**config.mk**
```make
export PLATFORM = sky130hd
export DESIGN_NAME = inst_fetch_flat
export DESIGN_NICKNAME = d
export VERILOG_FILES = /design/src/rtl/inst_fetch_if.sv /design/src/rtl/inst_fetch.sv /design/src/flat_wrapper.sv
export SDC_FILE = /design/constraint.sdc
export NUM_CORES = 1
export LEC_CHECK = 0
export ABC_CLOCK_PERIOD_IN_PS = 5900
export CAP_MARGIN = 0
export CORE_UTILIZATION = 40
export CTS_CLUSTER_SIZE = 30
export DETAILED_ROUTE_END_ITERATION = 10
export GPL_TIMING_DRIVEN = 0
export PLACE_DENSITY_LB_ADDON = 0.15
export REMOVE_ABC_BUFFERS = 1
export SKIP_CTS_REPAIR_TIMING = 1
export SYNTH_ARGS = -nofsm -noshare
export SYNTH_HDL_FRONTEND = slang
export SYNTH_SLANG_ARGS = --single-unit
export TNS_END_PERCENT = 50
```
**constraint.sdc**
```tcl
create_clock -name clk -period 5.9 [get_ports clk]
set_input_delay 1.77 -clock clk [delete_from_list [all_inputs] [get_ports clk]]
set_output_delay 1.77 -clock clk [all_outputs]
set_load 0.005 [all_outputs]
```
**src/rtl/inst_fetch_if.sv**
```systemverilog
// inst_fetch_if -- signal bundle between the instruction fetch unit, the
// datapath and the instruction memory.
//   slave  : the fetch unit itself (consumes start/ack/pc_we/pc_next and the
//            memory response, drives the memory request and the IR/PC state)
//   master : the surrounding datapath + memory model that drives the fetch unit
interface inst_fetch_if;
    // datapath control
    logic        start;
    logic        ack;
    logic        pc_we;
    logic [63:0] pc_next;
    // instruction memory
    logic        mem_req;
    logic [63:0] mem_addr;
    logic        mem_ready;
    logic [31:0] mem_rdata;
    // fetch results / status
    logic [31:0] ir_out;
    logic        ir_valid;
    logic [63:0] pc_out;
    logic [63:0] pc_inst;
    logic        busy;
    logic        fetch_err;

    modport slave (
        input  start, ack, pc_we, pc_next, mem_ready, mem_rdata,
        output mem_req, mem_addr, ir_out, ir_valid, pc_out, pc_inst, busy, fetch_err
    );

    modport master (
        output start, ack, pc_we, pc_next, mem_ready, mem_rdata,
        input  mem_req, mem_addr, ir_out, ir_valid, pc_out, pc_inst, busy, fetch_err
    );
endinterface

```
**src/rtl/inst_fetch.sv**
```systemverilog
// inst_fetch -- single-outstanding instruction fetch unit.
// Owns the PC and the instruction register. On start it issues one read at
// pc_out, waits up to TIMEOUT cycles for mem_ready, latches the word into
// ir_out (remembering its address in pc_inst), advances the PC by 4 and holds
// the instruction until the datapath acks it. Misaligned PCs and memory
// timeouts park the unit in an absorbing error state until reset.
// Ports:
//   clk  - clock, rising edge
//   rst  - asynchronous active-high reset
//   bus  - inst_fetch_if.slave: start/ack/pc_we/pc_next from the datapath,
//          mem_req/mem_addr/mem_ready/mem_rdata to instruction memory,
//          ir_out/ir_valid/pc_out/pc_inst/busy/fetch_err back to the datapath
module inst_fetch #(
    parameter logic [63:0] RESET_PC = 64'h0,
    parameter int          TIMEOUT  = 16
) (
    input  logic         clk,
    input  logic         rst,
    inst_fetch_if.slave  bus
);

    localparam int              CNT_W   = $clog2(TIMEOUT + 1);
    localparam logic [CNT_W-1:0] CNT_MAX = CNT_W'(TIMEOUT - 1);
    localparam logic [31:0]      NOP     = 32'h00000013;

    typedef enum logic [2:0] {
        S_IDLE,
        S_REQ,
        S_WAIT,
        S_HOLD,
        S_ERR
    } state_t;

    state_t           state_q;
    state_t           state_d;
    logic [63:0]      pc_q;
    logic [63:0]      pc_inst_q;
    logic [31:0]      ir_q;
    logic [CNT_W-1:0] cnt_q;

    // The PC a fetch launched this cycle would use: a same-cycle overwrite wins,
    // so the alignment check must look at it rather than the stale PC.
    logic [63:0] fetch_pc;
    logic        in_mem;
    logic        capture;

    assign fetch_pc = bus.pc_we ? bus.pc_next : pc_q;
    assign in_mem   = (state_q == S_REQ) || (state_q == S_WAIT);
    assign capture  = in_mem && bus.mem_ready;

    // State register
    always_ff @(posedge clk or posedge rst) begin
        if (rst) begin
            state_q <= S_IDLE;
        end else begin
            state_q <= state_d;
        end
    end

    // Next-state logic
    always_comb begin
        state_d = state_q;
        unique case (state_q)
            S_IDLE: begin
                if (bus.start) begin
                    state_d = (fetch_pc[1:0] != 2'b00) ? S_ERR : S_REQ;
                end
            end
            S_REQ: begin
                state_d = bus.mem_ready ? S_HOLD : S_WAIT;
            end
            S_WAIT: begin
                if (bus.mem_ready) begin
                    state_d = S_HOLD;
                end else if (cnt_q == CNT_MAX) begin
                    state_d = S_ERR;
                end
            end
            S_HOLD: begin
                // start alone does nothing here: the held word is not yet consumed
                if (bus.ack) begin
                    if (bus.start) begin
                        state_d = (fetch_pc[1:0] != 2'b00) ? S_ERR : S_REQ;
                    end else begin
                        state_d = S_IDLE;
                    end
                end
            end
            S_ERR: begin
                state_d = S_ERR;
            end
            default: begin
                state_d = S_IDLE;
            end
        endcase
    end

    // Output logic
    always_comb begin
        bus.mem_req   = in_mem;
        bus.busy      = in_mem;
        bus.ir_valid  = (state_q == S_HOLD);
        bus.fetch_err = (state_q == S_ERR);
    end

    assign bus.mem_addr = pc_q;
    assign bus.pc_out   = pc_q;
    assign bus.pc_inst  = pc_inst_q;
    assign bus.ir_out   = ir_q;

    // PC, IR and timeout counter
    always_ff @(posedge clk or posedge rst) begin
        if (rst) begin
            pc_q      <= RESET_PC;
            pc_inst_q <= 64'h0;
            ir_q      <= NOP;
            cnt_q     <= '0;
        end else begin
            if (capture) begin
                ir_q      <= bus.mem_rdata;
                pc_inst_q <= pc_q;
                pc_q      <= pc_q + 64'd4;
            end else if (bus.pc_we && (state_q == S_IDLE || state_q == S_HOLD)) begin
                // overwrites are blocked mid-transaction so mem_addr stays put
                pc_q <= bus.pc_next;
            end

            if (state_q == S_REQ) begin
                cnt_q <= '0;
            end else if (state_q == S_WAIT && !bus.mem_ready && cnt_q != CNT_MAX) begin
                cnt_q <= cnt_q + CNT_W'(1);
            end
        end
    end

endmodule

```
**src/flat_wrapper.sv**
```systemverilog
// flat-port wrapper written by rule: the top's interface ports become plain ports
module inst_fetch_flat 
#(
    parameter logic [63:0] RESET_PC = 64'h0,
    parameter int          TIMEOUT  = 16
)
  (clk, rst, bus_start, bus_ack, bus_pc_we, bus_pc_next, bus_mem_ready, bus_mem_rdata, bus_mem_req, bus_mem_addr, bus_ir_out, bus_ir_valid, bus_pc_out, bus_pc_inst, bus_busy, bus_fetch_err);
  inst_fetch_if bus_i ();
  input  logic clk;
  input  logic rst;
  input wire logic [$bits(bus_i.start)-1:0] bus_start;
  input wire logic [$bits(bus_i.ack)-1:0] bus_ack;
  input wire logic [$bits(bus_i.pc_we)-1:0] bus_pc_we;
  input wire logic [$bits(bus_i.pc_next)-1:0] bus_pc_next;
  input wire logic [$bits(bus_i.mem_ready)-1:0] bus_mem_ready;
  input wire logic [$bits(bus_i.mem_rdata)-1:0] bus_mem_rdata;
  output wire logic [$bits(bus_i.mem_req)-1:0] bus_mem_req;
  output wire logic [$bits(bus_i.mem_addr)-1:0] bus_mem_addr;
  output wire logic [$bits(bus_i.ir_out)-1:0] bus_ir_out;
  output wire logic [$bits(bus_i.ir_valid)-1:0] bus_ir_valid;
  output wire logic [$bits(bus_i.pc_out)-1:0] bus_pc_out;
  output wire logic [$bits(bus_i.pc_inst)-1:0] bus_pc_inst;
  output wire logic [$bits(bus_i.busy)-1:0] bus_busy;
  output wire logic [$bits(bus_i.fetch_err)-1:0] bus_fetch_err;
  assign bus_i.start = bus_start;
  assign bus_i.ack = bus_ack;
  assign bus_i.pc_we = bus_pc_we;
  assign bus_i.pc_next = bus_pc_next;
  assign bus_i.mem_ready = bus_mem_ready;
  assign bus_i.mem_rdata = bus_mem_rdata;
  assign bus_mem_req = bus_i.mem_req;
  assign bus_mem_addr = bus_i.mem_addr;
  assign bus_ir_out = bus_i.ir_out;
  assign bus_ir_valid = bus_i.ir_valid;
  assign bus_pc_out = bus_i.pc_out;
  assign bus_pc_inst = bus_i.pc_inst;
  assign bus_busy = bus_i.busy;
  assign bus_fetch_err = bus_i.fetch_err;
  inst_fetch #(.RESET_PC(RESET_PC), .TIMEOUT(TIMEOUT)) u_core (.clk(clk), .rst(rst), .bus(bus_i));
endmodule
```
==> run summary, run 1 <==
flops & latches, synth: 168
Site Rows: 53
buffer levels on the longest clock path: 2
TritonCTS clock tree: yes
commonest cells in the netlist: nand2_1, dfrtp_1, buf_4
Routed Antenna Nets: 0
cts bufs inserted: 17
aggregate global routing overflow: 0
die footprint: 0.0219 mm²
core area: 0.0210 mm²
Post-Synthesis Cells: 988
CP Data Required Time: 6.21 ns
Clock Sinks: 168
largest net degree at the start of global routing: 87
WL/cell: 17.5 µm
dpl hpwl: 19.1 mm
relative slew slack: 0.0916
Endpoint, Worst Hold: u_core.bus.ir_out[0]
share of cells above drive strength 1: 0.0530
diode count: 0
first drt pass iteration count: 5
Chip Width: 148 µm
Synth top area share: 0.484
RePlAce Congestion: 0.769
worst hold path type: reg -> reg
Register-to-Register Path Depth: 5
CTS clock-pin slew for the worst setup and hold paths: 0.07 ns
outcome: finished, final reports clean
Seq/Total Area, Yosys: 0.493
Min Hold Slack: 0.462 ns
number of port buffers: 329
Async SR Flop Fraction: 1.00
WL final: 26.7 mm
peak supply drop: 0.217 mV
critical path arrival: 4.77 ns
period utilization: 0.757
vias per cell: 5.26
# IOs: 330
post-synthesis area per instance: 8.64 µm²
FF-to-FF setup slack: 2.41 ns
Hold Startpoint: u_core.bus.ir_out[0]
Worst-Skew Late Latency: 0.43 ns
Mapped Area: 0.00853 mm²
yosys warns: 0
Power, Total: 6.54 mW
final setup vio count: 0
vias in the first global route: 7493
initial antenna violation count: 1
clk_skew: 0.0142 ns
largest area contributor in the netlist: dfrtp_1
Worst Max-Slew Pin Slew: 1.35 ns
Max-cap violations: 0
layout net count: 1338
Max FO, Critical Path: 71
Final Hold Violating Endpoints: 0
leading post-synthesis cells by cell area: dfrtp_1, nand2_1, buf_4, nand3_1, nand4_1
count leader, synth: nand2_1
starting density of the core: 0.407
Layout Cells excl Fill: 1521
Final min period: 4.47 ns
Pwr per Cell Area: 532 mW/mm²
Crit. End Element: flip-flop
Worst R2R End: u_core.bus.mem_addr[45]
Setup Crit Path Kind: in -> reg
Area growth syn-to-layout: 44.1%
htree depth: 4
EDFF count, synth: 0
unique cell type count in the Yosys netlist: 65
dominant synthesized flop cell: dfrtp_1
unrepaired setup endpoints after global routing: no
Root Buffer: clkbuf_16
drt drc: 0
Critical Path Source Type: input pin
first-pass GRT wire length: 42.2 mm
RR Startpoint: u_core.bus.mem_addr[4]
Placed Cells incl. Taps: 1489
via count: 7994
Die Y: 148 µm
initial detailed-routing violation count: 477
WHS Path Cells: 2
Pleak: 5.35 nW
Final Slew Violations: 0
Tot GR Track Use: 0.247
Fmax achieved: 224 MHz
how the worst max path moves through the flow:
stage / start / endpoint / cells past startpoint / slack [ns]
CTS: bus_mem_ready / u_core.bus.mem_addr[19] / 7 / 1.47
floorplan: bus_mem_ready / u_core.bus.mem_addr[52] / 5 / -0.89
finish: bus_mem_ready / u_core.bus.mem_addr[21] / 7 / 1.43
global placement: bus_mem_ready / u_core.bus.mem_addr[13] / 6 / -6.19
detailed placement: bus_mem_ready / u_core.bus.mem_addr[19] / 7 / 1.05
global route: bus_mem_ready / u_core.bus.mem_addr[19] / 7 / 1.23
cells by family after synthesis:
group / count (synthesis) / synth area share
compound gates: 114 / 0.0980
xor+xnor: 8 / 0.00821
fa+ha+maj: 3 / 0.00440
buf+inv: 130 / 0.0930
flops: 168 / 0.493
mux: 8 / 0.00983
simple gates: 557 / 0.293
stage by stage:
stage,setup slack [ns],instance area (µm²),util,TNS (ns)
3_3_place_gp,-6.19,11400,0.545,-1058.22
6_report,1.43,12300,0.587,0
2_1_floorplan,-0.885,7790,-,-84.64
4_1_cts,1.47,12300,0.587,0
5_1_grt,1.23,12300,0.587,0
3_5_place_dp,1.05,11700,0.558,0
area by class of cell:
class,instances,area (µm²)
clock inverter,13,159
timing repair buffer,342,3530
inverter,14,60.1
fill,1925,8660
tap,275,344
sequential,168,4210
multi-input combinational,690,3560
clock buffer,19,443
metal layers:
layer	vias to the layer above	GRT usage	routed length [µm]
met5	-	0	15
met4	2	0.0830	472
met3	31	0.0531	1650
met2	289	0.405	12900
met1	3830	0.324	11600
li1	3842	-	-
state kept, by name, summed over array words and instances, names as in the netlist:
register,cells
u_core.bus.mem_addr,64
u_core.cnt_q,5
u_core.bus.pc_inst,64
u_core.bus.ir_out,32
u_core.state_q,3
power by group:
group | leakage (nW) | switching (mW) | total [mW] | internal [mW]
clock network | 0.295 | 0.509 | 1.16 | 0.651
logic | 2.96 | 1.20 | 2.99 | 1.80
registers | 2.10 | 0.684 | 2.38 | 1.70
critical path: stages:
cell	delay (ns)
clkdlybuf4s50_1	0.58
nor2b_1	0.32
nand2_4	0.47
buf_16	0.41
nor4_1	0.86
a41o_1	0.28
nor2_1	0.04
cells in the final DEF, fill, tap and decap left out, types with 4 or more instances in the layout:
master,count
nand2_1,352
clkdlybuf4s50_1,329
dfrtp_1,165
nand3_1,51
nor2_1,33
nand4_1,30
o211ai_1,25
o21ai_0,21
nor4_1,17
clkbuf_16,17
inv_1,13
nor3_1,13
or3_1,11
and3_1,11
o311ai_0,10
a21oi_1,7
xor2_1,6
a221o_1,6
a22oi_1,6
or4_1,6
and2_1,5
o22ai_1,5
o31ai_1,5
mux2i_1,5
inv_6,5
a21o_1,4
inv_8,4
or2_2,4
buf_16,4
buf_6,4
Power figures use the tool's default switching activity.
==> run 2: changes to the inputs <==
- ABC_CLOCK_PERIOD_IN_PS: 5900 -> 3910
- clock period: 5.9 -> 3.91 ns (I/O delays scaled with it)
==> run 2 against run 1 <==
Effect of this change:
- clock power grew 51%
- routed wire length up 0.49%
- sequential share of layout area barely moved
- total power up 51%
- flip-flop and latch count is the same
- hold slack is essentially flat
- clock skew increased by 0.0043 ns
- final area increased by 0.10%
- register-to-register slack got worse by 2.0 ns
- final cell count did not move
==> run summary, run 2 (synthesized netlist as in run 1, its figures left out) <==
period utilization: 0.910
first drt pass iteration count: 6
htree depth: 4
aggregate global routing overflow: 0
Pint: 6.26 mW
first-pass GRT wire length: 42.2 mm
WHS Path Cells: 2
CP Data Required Time: 4.22 ns
vias in the first global route: 7493
max incr delay on CP: 0.59 ns
Chip Width: 148 µm
Setup Crit Path Kind: in -> reg
core area: 0.0210 mm²
most frequent cells in the layout: nand2_1, clkdlybuf4s50_1, dfrtp_1, nand3_1, nor2_1
starting density of the core: 0.407
Final Core Density: 0.587
Worst Max-Slew Pin Slew: 1.17 ns
number of port buffers: 329
diode count: 0
largest net degree at the start of global routing: 87
worst hold path type: reg -> reg
clk_skew: 0.0185 ns
Pwr per Cell Area: 802 mW/mm²
Register-to-Register Path Depth: 7
CP delay by family, top: simple AND/OR/NAND/NOR gates
Area growth syn-to-layout: 44.3%
Final min period: 3.56 ns
Site Rows: 53
Placed Cells incl. Taps: 1489
buffer levels on the longest clock path: 2
vias per cell: 5.26
Root Buffer: clkbuf_16
fillers: 1922
die footprint: 0.0219 mm²
Min Hold Slack: 0.463 ns
commonest non-fill, non-tap cell in the layout: nand2_1
Critical Path Source Type: input pin
unrepaired setup endpoints after global routing: no
Fmax achieved: 281 MHz
critical path arrival: 3.87 ns
initial antenna violation count: 1
Routed Antenna Nets: 0
Flop pwr share: 0.364
relative slew slack: 0.215
TritonCTS clock tree: yes
FF-to-FF setup slack: 0.45 ns
Die Y: 148 µm
sw frac: 0.366
Crit path depth: 7
initial detailed-routing violation count: 477
Clock Sinks: 168
# IOs: 330
via count: 7993
Layout Cells excl Fill: 1521
Final Hold Violating Endpoints: 0
drt drc: 0
cts bufs inserted: 17
Pleak: 5.35 nW
dpl hpwl: 19.1 mm
Crit. End Element: flip-flop
final setup vio count: 0
Final Slew Violations: 0
WL/cell: 17.6 µm
Max FO, Critical Path: 71
crit-path cells: clkdlybuf4s50_1 > nor2b_1 > nand2_4 > buf_16 > nor4_2 > a41o_1 > nor2_1
Logic pwr share: 0.458
RePlAce Congestion: 0.769
share of cells above drive strength 1: 0.0546
Sw Pwr: 3.62 mW
clock share of power: 0.177
CTS clock-pin slew for the worst setup and hold paths: 0.07 ns
peak supply drop: 0.328 mV
Tot GR Track Use: 0.247
outcome: finished, final reports clean
WL final: 26.8 mm
Worst-Skew Late Latency: 0.43 ns
Max-cap violations: 0
Critical-path top delay cell: nor4_2
layout net count: 1338
CP Buf/Inv Count: 2
-- run 2: tightest hold or removal path, cell delays in order (launching register included) --
cell     delay, ns
dfstp_2       0.37
nand2_1       0.05
nand2_1       0.05
-- run 2: worst paths after layout --
check / from / to
worst max-delay path: bus_mem_ready / u_core.bus.mem_addr[19]
worst min-delay path: u_core.bus.ir_out[0] / u_core.bus.ir_out[0]
worst max register to register: u_core.state_q[1] / u_core.bus.mem_addr[4]
worst min register to register: u_core.bus.ir_out[0] / u_core.bus.ir_out[0]
max in group asynchronous: rst / u_core.bus.mem_addr[31]
min in group asynchronous: rst / u_core.bus.ir_out[7]
-- run 2: power by group through the flow --
stage / sequential, mW / combinational (mW) / clock, mW
floorplan: 3.50 / 1.54 / 0
global placement: 3.60 / 4.44 / 0
detailed placement: 3.63 / 4.56 / 0
CTS: 3.61 / 4.58 / 1.79
global route: 3.75 / 4.97 / 1.87
finish: 3.60 / 4.53 / 1.75
-- run 2: stage by stage --
step	worst slack, ns	setup TNS, ns	total power [mW]	area [µm²]
global placement	-7.58	-1516.51	8.04	11400
detailed placement	-0.339	-2.99	8.19	11700
finish	0.351	0	9.87	12300
global route	0.122	0	10.6	12300
CTS	0.0808	0	9.98	12300
floorplan	-2.28	-491.34	5.04	7790
-- run 2: final cells by class --
type                    instances  area, µm²  share of cell area
inverters                      14       60.1             0.00488
repair buffers                342       3530               0.286
clock inverters                13        159              0.0129
multi-input cells             690       3570               0.290
well taps                     275        344              0.0280
clock buffers                  19        443              0.0360
flip-flops and latches        168       4210               0.342
-- run 2: per-layer routing --
layer / GRT usage / vias up / share of wire
met5: 0 / - / 0.00056
met4: 0.0830 / 2 / 0.018
met3: 0.0531 / 30 / 0.061
met2: 0.405 / 293 / 0.49
met1: 0.324 / 3823 / 0.43
li1: - / 3845 / -
